**config.mk**
```make
export PLATFORM = sky130hd
export DESIGN_NAME = instruction_issue
export DESIGN_NICKNAME = d
export VERILOG_FILES = /design/src/rtl/instruction_issue.sv
export SDC_FILE = /design/constraint.sdc
export NUM_CORES = 2
export LEC_CHECK = 0
export CAP_MARGIN = 20
export CORE_AREA = 8 8 427 429
export DETAILED_ROUTE_END_ITERATION = 10
export DIE_AREA = 0 0 435 437
export SLEW_MARGIN = 20
export SYNTH_ARGS = -nofsm -noshare
export SYNTH_HDL_FRONTEND = slang
export SYNTH_SLANG_ARGS = --single-unit
export TNS_END_PERCENT = 5
```
**constraint.sdc**
```tcl
create_clock -name clk -period 11.2 [get_ports clk]
set_input_delay 1.12 -clock clk [delete_from_list [all_inputs] [get_ports clk]]
set_output_delay 1.12 -clock clk [all_outputs]
set_load 0.01 [all_outputs]
```
**src/rtl/instruction_issue.sv**
```systemverilog
// Issue stage: holds one decoded instruction until its operands and target pipe are free,
// then registers it with its operand values. Also owns the register file and the scoreboard.
package instruction_issue_pkg;
    localparam int REG_WIDTH  = 5;
    localparam int DATA_WIDTH = 32;
    localparam int NUM_REGS   = 32;

    localparam int EXE_PIPE_ID_ALU = 0;
    localparam int EXE_PIPE_ID_MUL = 1;
    localparam int EXE_PIPE_ID_DIV = 2;
    localparam int EXE_PIPE_ID_LSU = 3;

    typedef logic [3:0] exe_pipe_e;

    typedef struct packed {
        logic [REG_WIDTH-1:0]  a1;
        logic [REG_WIDTH-1:0]  a2;
        logic [REG_WIDTH-1:0]  rd;
        logic                  register_write;
        exe_pipe_e             exe_pipe;
        logic [3:0]            op;
        logic [DATA_WIDTH-1:0] imm;
    } id_ix_inf_t;
endpackage

module instruction_issue
    import instruction_issue_pkg::*;
(
    input  logic                  clk,
    input  logic                  rst,
    input  logic                  wb_do_branch,
    input  logic                  id_valid,
    input  id_ix_inf_t            id_ix_inf,
    output logic                  ix_stall,
    input  logic [3:0]            exe_ready,
    input  logic                  wb_retire_valid,
    input  logic [REG_WIDTH-1:0]  wb_retire_rd,
    input  logic                  wb_retire_write,
    input  logic [DATA_WIDTH-1:0] wb_retire_data,
    output logic                  ix_valid,
    output id_ix_inf_t            ix_inf,
    output logic [DATA_WIDTH-1:0] ix_rs1_data,
    output logic [DATA_WIDTH-1:0] ix_rs2_data
);
    logic [DATA_WIDTH-1:0] r_regfile [NUM_REGS];
    logic [NUM_REGS-1:0]   r_pending;
    logic                  r_ix_valid;
    id_ix_inf_t            r_ix_inf;
    logic [DATA_WIDTH-1:0] r_rs1_data;
    logic [DATA_WIDTH-1:0] r_rs2_data;

    logic                  w_rf_we;
    logic [NUM_REGS-1:0]   w_retire_mask;
    logic [NUM_REGS-1:0]   w_pending_eff;
    logic [NUM_REGS-1:0]   w_set_mask;
    logic [NUM_REGS-1:0]   w_pending_next;
    logic [DATA_WIDTH-1:0] w_rs1_data;
    logic [DATA_WIDTH-1:0] w_rs2_data;
    logic                  w_hazard;
    logic                  w_pipe_ok;
    logic                  w_consider;
    logic                  w_issue;

    assign w_rf_we       = wb_retire_valid & wb_retire_write & (wb_retire_rd != '0);
    assign w_retire_mask = wb_retire_valid ? (NUM_REGS'(1) << wb_retire_rd) : '0;
    // A retiring register is free this cycle: its value arrives through the read bypass.
    assign w_pending_eff = r_pending & ~w_retire_mask;

    assign w_rs1_data = (id_ix_inf.a1 == '0)                    ? '0 :
                        (w_rf_we && wb_retire_rd == id_ix_inf.a1) ? wb_retire_data :
                                                                    r_regfile[id_ix_inf.a1];
    assign w_rs2_data = (id_ix_inf.a2 == '0)                    ? '0 :
                        (w_rf_we && wb_retire_rd == id_ix_inf.a2) ? wb_retire_data :
                                                                    r_regfile[id_ix_inf.a2];

    // NOTE: every signal driven in always_comb gets a default first so no latch is inferred.
    always_comb begin
        w_hazard   = 1'b0;
        w_pipe_ok  = |(id_ix_inf.exe_pipe & exe_ready);
        w_consider = id_valid & ~wb_do_branch & (id_ix_inf.exe_pipe != '0);
        w_set_mask = '0;

        if (id_ix_inf.a1 != '0 && w_pending_eff[id_ix_inf.a1])
            w_hazard = 1'b1;
        if (id_ix_inf.a2 != '0 && w_pending_eff[id_ix_inf.a2])
            w_hazard = 1'b1;
        if (id_ix_inf.register_write && w_pending_eff[id_ix_inf.rd])
            w_hazard = 1'b1;

        w_issue  = w_consider & ~w_hazard & w_pipe_ok;
        ix_stall = w_consider & (w_hazard | ~w_pipe_ok);

        if (w_issue && id_ix_inf.register_write && id_ix_inf.rd != '0)
            w_set_mask = NUM_REGS'(1) << id_ix_inf.rd;

        // Set is applied after clear so an issue and a retire on the same register leave it pending.
        w_pending_next    = (r_pending & ~w_retire_mask) | w_set_mask;
        w_pending_next[0] = 1'b0;
    end

    // NOTE: the register array has no reset; only control state is cleared, x0 is forced by the read mux.
    always_ff @(posedge clk) begin
        if (w_rf_we)
            r_regfile[wb_retire_rd] <= wb_retire_data;
    end

    // NOTE: sequential state uses non-blocking assignments so all registers update from pre-edge values.
    always_ff @(posedge clk) begin
        if (rst) begin
            r_pending  <= '0;
            r_ix_valid <= 1'b0;
        end else begin
            r_pending  <= w_pending_next;
            r_ix_valid <= w_issue;
        end
    end

    always_ff @(posedge clk) begin
        if (!rst && w_issue) begin
            r_ix_inf   <= id_ix_inf;
            r_rs1_data <= w_rs1_data;
            r_rs2_data <= w_rs2_data;
        end
    end

    assign ix_valid    = r_ix_valid;
    assign ix_inf      = r_ix_inf;
    assign ix_rs1_data = r_rs1_data;
    assign ix_rs2_data = r_rs2_data;
endmodule

```
# Word-level counts from Yosys, hierarchy flattened

Memories as Yosys holds them, arrays and structs flattened. A register that Yosys moved wholly into a read port is not among the register bits.
Index checks and enable logic that the tools add are counted.

Multiplexer cells: 13
Reductions and logical operators: 15
Shift-type cells: 2
Bitwise gates (word level): 15
Order comparisons: 3

Operators by type and width:

| kind                                               | number |
|---|---|
| two-way mux 32 bit                                 | 2 |
| << shifter 1 x 5 -> 32 bit, first input constant   | 2 |
| AND 32 bit                                         | 1 |
| inverter 32 bit                                    | 1 |
| bitwise OR 32 bit                                  | 1 |
| nonzero test 5 bit                                 | 4 |
| < comparator 5 x 6 -> 1 bit, second input constant | 3 |
| binary-select mux 1 bit (select 5 bit)             | 3 |
| logical NOT 5 bit                                  | 2 |
| two-way mux 1 bit                                  | 8 |
| AND 1 bit                                          | 7 |
| logical AND 1 bit                                  | 6 |
| AND 4 bit                                          | 1 |
| nonzero test 4 bit                                 | 1 |
| OR reduction 4 bit                                 | 1 |
| inverter 1 bit                                     | 3 |
| logical NOT 1 bit                                  | 1 |
| bitwise OR 1 bit                                   | 1 |

Output and inout bits: 122
Register bits: 89
Memory bits (writable): 1024
Memories: 1

Memory list:

| name      | depth | width | read ports | clocked after memory_dff | write ports | line | source |
|---|---|---|---|---|---|---|---|
| r_regfile | 32    | 32    | 2          | 2                        | 1           | 45   | `logic [DATA_WIDTH-1:0] r_regfile [NUM_REGS];` |

# Depth between registers and ports, before layout

Depth in word-level cells: 17
Gate-level depth with buffers: 11

# Worst setup path after synthesis

Ideal clock, no wire load.

Path kind: input-to-reg
From: in wb_retire_rd[4]
To: reg r_ix_inf, in the netlist ix_inf[0] (enable)
Slack: 2411 ps
Stages: 10
Buffers on the path: 3
Arrival: 8188 ps
Cells stage by stage: buf_6 or4b_1 buf_2 o2111a_1 a211o_1 a211o_1 a221oi_2 nand3_2 buf_4 nor2_1

Longest elaborated chain between the ends: 14
Elaborated cells on any way between the ends: 20
Classes of those cells: shift: 1; mux: 10; bitwise: 5; reduce/logical: 4

Ends and longest elaborated chain:

| element                                 | line | source |
|---|---|---|
| start: declaration                      | 37   | `input logic [REG_WIDTH-1:0] wb_retire_rd,` |
| << shifter 1 x 5 -> 32 bit (*)          | 65   | `assign w_retire_mask = wb_retire_valid ? (NUM_REGS'(1) << wb_retire_rd) : '0;` |
| two-way mux 32 bit (*)                  | 65   |  |
| inverter 32 bit (*)                     | 67   | `assign w_pending_eff = r_pending & ~w_retire_mask;` |
| AND 32 bit (*)                          | 67   |  |
| binary-select mux 1 bit (select 5 bit)  | 83   | `if (id_ix_inf.a1 != '0 && w_pending_eff[id_ix_inf.a1])` |
| two-way mux 1 bit (implied by the code) | 83   |  |
| logical AND 1 bit                       | 83   |  |
| two-way mux 1 bit                       | 83   |  |
| two-way mux 1 bit                       | 85   | `if (id_ix_inf.a2 != '0 && w_pending_eff[id_ix_inf.a2])` |
| two-way mux 1 bit (*)                   | 87   | `if (id_ix_inf.register_write && w_pending_eff[id_ix_inf.rd])` |
| inverter 1 bit (*)                      | 90   | `w_issue = w_consider & ~w_hazard & w_pipe_ok;` |
| AND 1 bit (*) (2 in series)             | 90   |  |
| logical AND 1 bit (*)                   | 119  | `if (!rst && w_issue) begin` |
| end signal: assignment                  | 120  | `r_ix_inf <= id_ix_inf;` |
| end: declaration                        | 48   | `id_ix_inf_t r_ix_inf;` |

Every way passes the cells marked *; elsewhere a longest branch is shown, timed or not. The select of a mux whose other input is x is not followed.
A chain may end at the register's enable or synchronous reset.

# Worst setup path in the final report

From: in wb_retire_rd[1]
To: out ix_stall

Longest elaborated chain between the ends: 12
Elaborated cells on any way between the ends: 18
Classes of those cells: shift: 1; mux: 10; bitwise: 4; reduce/logical: 3

Ends and longest elaborated chain:

| element                                 | line | source |
|---|---|---|
| << shifter 1 x 5 -> 32 bit (*)          | 65   |  |
| two-way mux 32 bit (*)                  | 65   |  |
| inverter 32 bit (*)                     | 67   |  |
| AND 32 bit (*)                          | 67   |  |
| binary-select mux 1 bit (select 5 bit)  | 83   |  |
| two-way mux 1 bit (implied by the code) | 83   |  |
| logical AND 1 bit                       | 83   |  |
| two-way mux 1 bit                       | 83   |  |
| two-way mux 1 bit                       | 85   |  |
| two-way mux 1 bit (*)                   | 87   |  |
| bitwise OR 1 bit (*)                    | 91   | `ix_stall = w_consider & (w_hazard \| ~w_pipe_ok);` |
| AND 1 bit (*)                           | 91   |  |
| end: declaration                        | 34   | `output logic ix_stall,` |

Marks and branches as above.

==> out/results.tsv <==
stage	metric	value	unit
yosys	Synth top area share	0.636	
yosys	Post-synth EDFFs	1144	
layout	Area growth, synth to finish	16.9	%
yosys	Synth Flop Type	edfxtp_1	
global_routing	Remaining Overflow, GRT	0	
layout	Post-layout nets	2932	
place	area post-placement	0.0593	mm^2
sta	Tcrit/Tclk final	0.620	
critical_path	Max stage delay on crit path	1.17	ns
sta	Setup Skew	0.0554	ns
sta	worst slew pin tran	1.13	ns
cts	clock-pin transition on the worst setup and hold timing paths	0.06	ns
global_routing	busiest grt layer	met2	
sta	count of final max-slew check failures	0	
sta	Setup Viol. Count Final	0	
critical_path	critical path endpoint category	primary output	
drt	DR DRC count	0	
run	max cap viols	0	
cts	TritonCTS buffer count	120	
die	io pins	225	
yosys	Seq/Total Area, Yosys	0.647	
cts	CTS tree	built	
sta	final worst slack	4.26	ns
yosys	synth warn	0	
yosys	area leader, netlist	edfxtp_1	
layout	fraction of layout cells with a size suffix above 1	0.331	
yosys	commonest cells in the netlist	edfxtp_1 (1144), mux4_2 (643), clkbuf_1 (127)	
die	full die area	0.190	mm^2
global_routing	number of global-route vias before repair	30387	
global_routing	met3 global-route usage	0.0312	
critical_path	cell family with most CP delay	buffers and inverters	
die	Starting Density	0.308	
yosys	distinct cell type count after synthesis	70	
sta	Final Critical Period	6.94	ns
cts	total clock sinks	1176	
status	run status	completed	
critical_path	CP arrival	5.82	ns
drt	WL/cell	30.9	um
cts	clk root buf	clkbuf_16	
worst_hold_path	Min-Delay Path Class	reg -> reg	
place	RD Place Congestion	0.880	
yosys	post-synthesis cell area	0.0541	mm^2
yosys	top-count cell post-synth	edfxtp_1	
sta	Highest Clock Rate	0.144	GHz
cts	htree depth	3	
layout	fin util	0.360	
yosys	asr flop ratio synth	0	
critical_path	crit start category	primary input	
die	Die W	435	um
critical_path	most used cell along the critical path	clkdlybuf4s50_1	
global_routing	pin count of the biggest net entering global routing	128	
place	Setup Slack @ Placement	4.15	ns
drt	Pre-antenna DRT Iters	5	
pwr	Max VDD drop	0.124	mV
critical_path	Buf+Inv Stages, Crit Path	2	
critical_path	crit path cell chain	clkdlybuf4s50_1, nand2b_1, o21ai_0, o22ai_1, o41a_1, a211oi_1, nand4_1, nor2b_1, clkdlybuf4s50_1	
yosys	top cells by area, synth	edfxtp_1 (64%), mux4_2 (27%), mux2i_1 (1.3%), dfxtp_1 (1.2%), a211oi_1 (0.96%)	
sta	Final Hold Vio Count	0	
global_routing	initial antenna violation count	14	
critical_path	Worst path slowest cell	clkdlybuf4s50_1	
global_routing	all-layer global routing usage	0.166	
die	Rows	154	
pwr	leakage	0.0192	uW
drt	Iter 0 DRT Violations	3544	
yosys	syn avg cell area	20.9	um^2
drt	drt total wl	163000	um
yosys	Synth Instances	2589	
die	core area	0.175	mm^2
layout	Reg area	0.0350	mm^2
cts	Max clock buf depth	3	
critical_path	critical path type	in -> out	
yosys	#FFs+latches synth	1176	
sta	RSZ-0062 raised after global routing	false	
global_routing	met1 Track Usage GR	0.228	
sta	Rel. slew slack	0.247	
pwr	pwr/cell area	153	mW/mm^2
cts	post-CTS setup buffers	0	
layout	multi-input logic area	0.0185	mm^2
critical_path	Crit path required time	10.08	ns
cts	hold bufs inserted after CTS	0	
critical_path	critical-path maximum fanout	24	
place	Post-DP HPWL	84700	um
drt	via count	29881	
layout	Final Instance Area	0.0632	mm^2
drt	Via density	5.66	
die	Die Y	437	um
global_routing	first-pass GRT wire length	230000	um
drt	Routed Antenna Nets	0	
sta	setup TNS	0	ns
layout	FILL cells	16045	
global_routing	met2 usage	0.271	
cts	post_cts resized	0	
place	number of port buffers	224	
cts	worst skew pair latency	0.77	ns
[final cells by class]
| cell class | count | area share |
|---|---|---|
| sequential | 1176 | 0.554 |
| multi-input combinational | 1216 | 0.293 |
| clock buffer | 142 | 0.0488 |
| tap | 2340 | 0.0464 |
| timing repair buffer | 297 | 0.0433 |
| clock inverter | 81 | 0.0129 |
| inverter | 18 | 0.00119 |
| antenna | 5 | 0.000198 |
[layer usage]
metal / share of wire / vias to the layer above
met2: 0.48 / 1381
met1: 0.41 / 16381
met5: 0.00025 / -
met4: 0.025 / 6
li1: - / 11878
met3: 0.077 / 235
[power breakdown]
group          total [uW]  internal (uW)  switching [uW]
Clock                4000           2250            1750
Sequential           4900           4880            17.5
Combinational         770            356             414
[cells in the final DEF, fill, tap and decap left out, types with 29 or more instances in the layout]
master           netlist  final
edfxtp_1            1144   1144
mux4_2               643    643
clkdlybuf4s50_1        0    200
clkbuf_16              0    120
nor2_1               114     85
buf_4                  2     74
mux2i_1               71     71
a211oi_1              69     69
o21ai_0               32     32
dfxtp_1               32     32
conb_1                 1     32
nor2_4                 0     29
[worst paths after layout]
check / depth (start not counted) / slack, ns / to / from
max reg2reg: 8 / 6.77 / ix_rs2_data[31] / r_pending[23]
min reg2reg: 2 / 0.55 / r_pending[20] / r_pending[20]
max: 9 / 4.26 / ix_stall / wb_retire_rd[1]
min: 2 / 0.55 / r_pending[20] / r_pending[20]
[state kept, by name (all words and copies together), names as in the netlist]
name	count
r_pending	31
ix_rs2_data	32
ix_rs1_data	32
r_regfile	1024
ix_inf	56
ix_valid	1
[metrics by stage]
stage | hold WS [ns] | instances | power, uW
after floorplan | 0.486 | 2620 | 5470
after global placement | 0.527 | 5047 | 5770
after detailed placement | 0.527 | 5047 | 5770
after CTS | 0.541 | 5270 | 9770
after global routing | 0.557 | 5271 | 9950
final | 0.545 | 5275 | 9670
[cell families (layout without fill, tap and decap cells)]
logic type      after synthesis  count (layout)  synth area share
compound gates              215             215            0.0300
buf+inv                     228             538            0.0167
simple gates                239             239            0.0220
xor+xnor                     12              12           0.00194
flops                      1176            1176             0.647
other cells                   1              37         0.0000694
mux                         718             718             0.282
[tightest hold or removal path, cell delays in order (launching register included)]
cell and delay [ns]:
dfxtp_1 0.34, o21ai_0 0.08, o22ai_1 0.07
No activity file was read; power rests on OpenSTA's default activity.
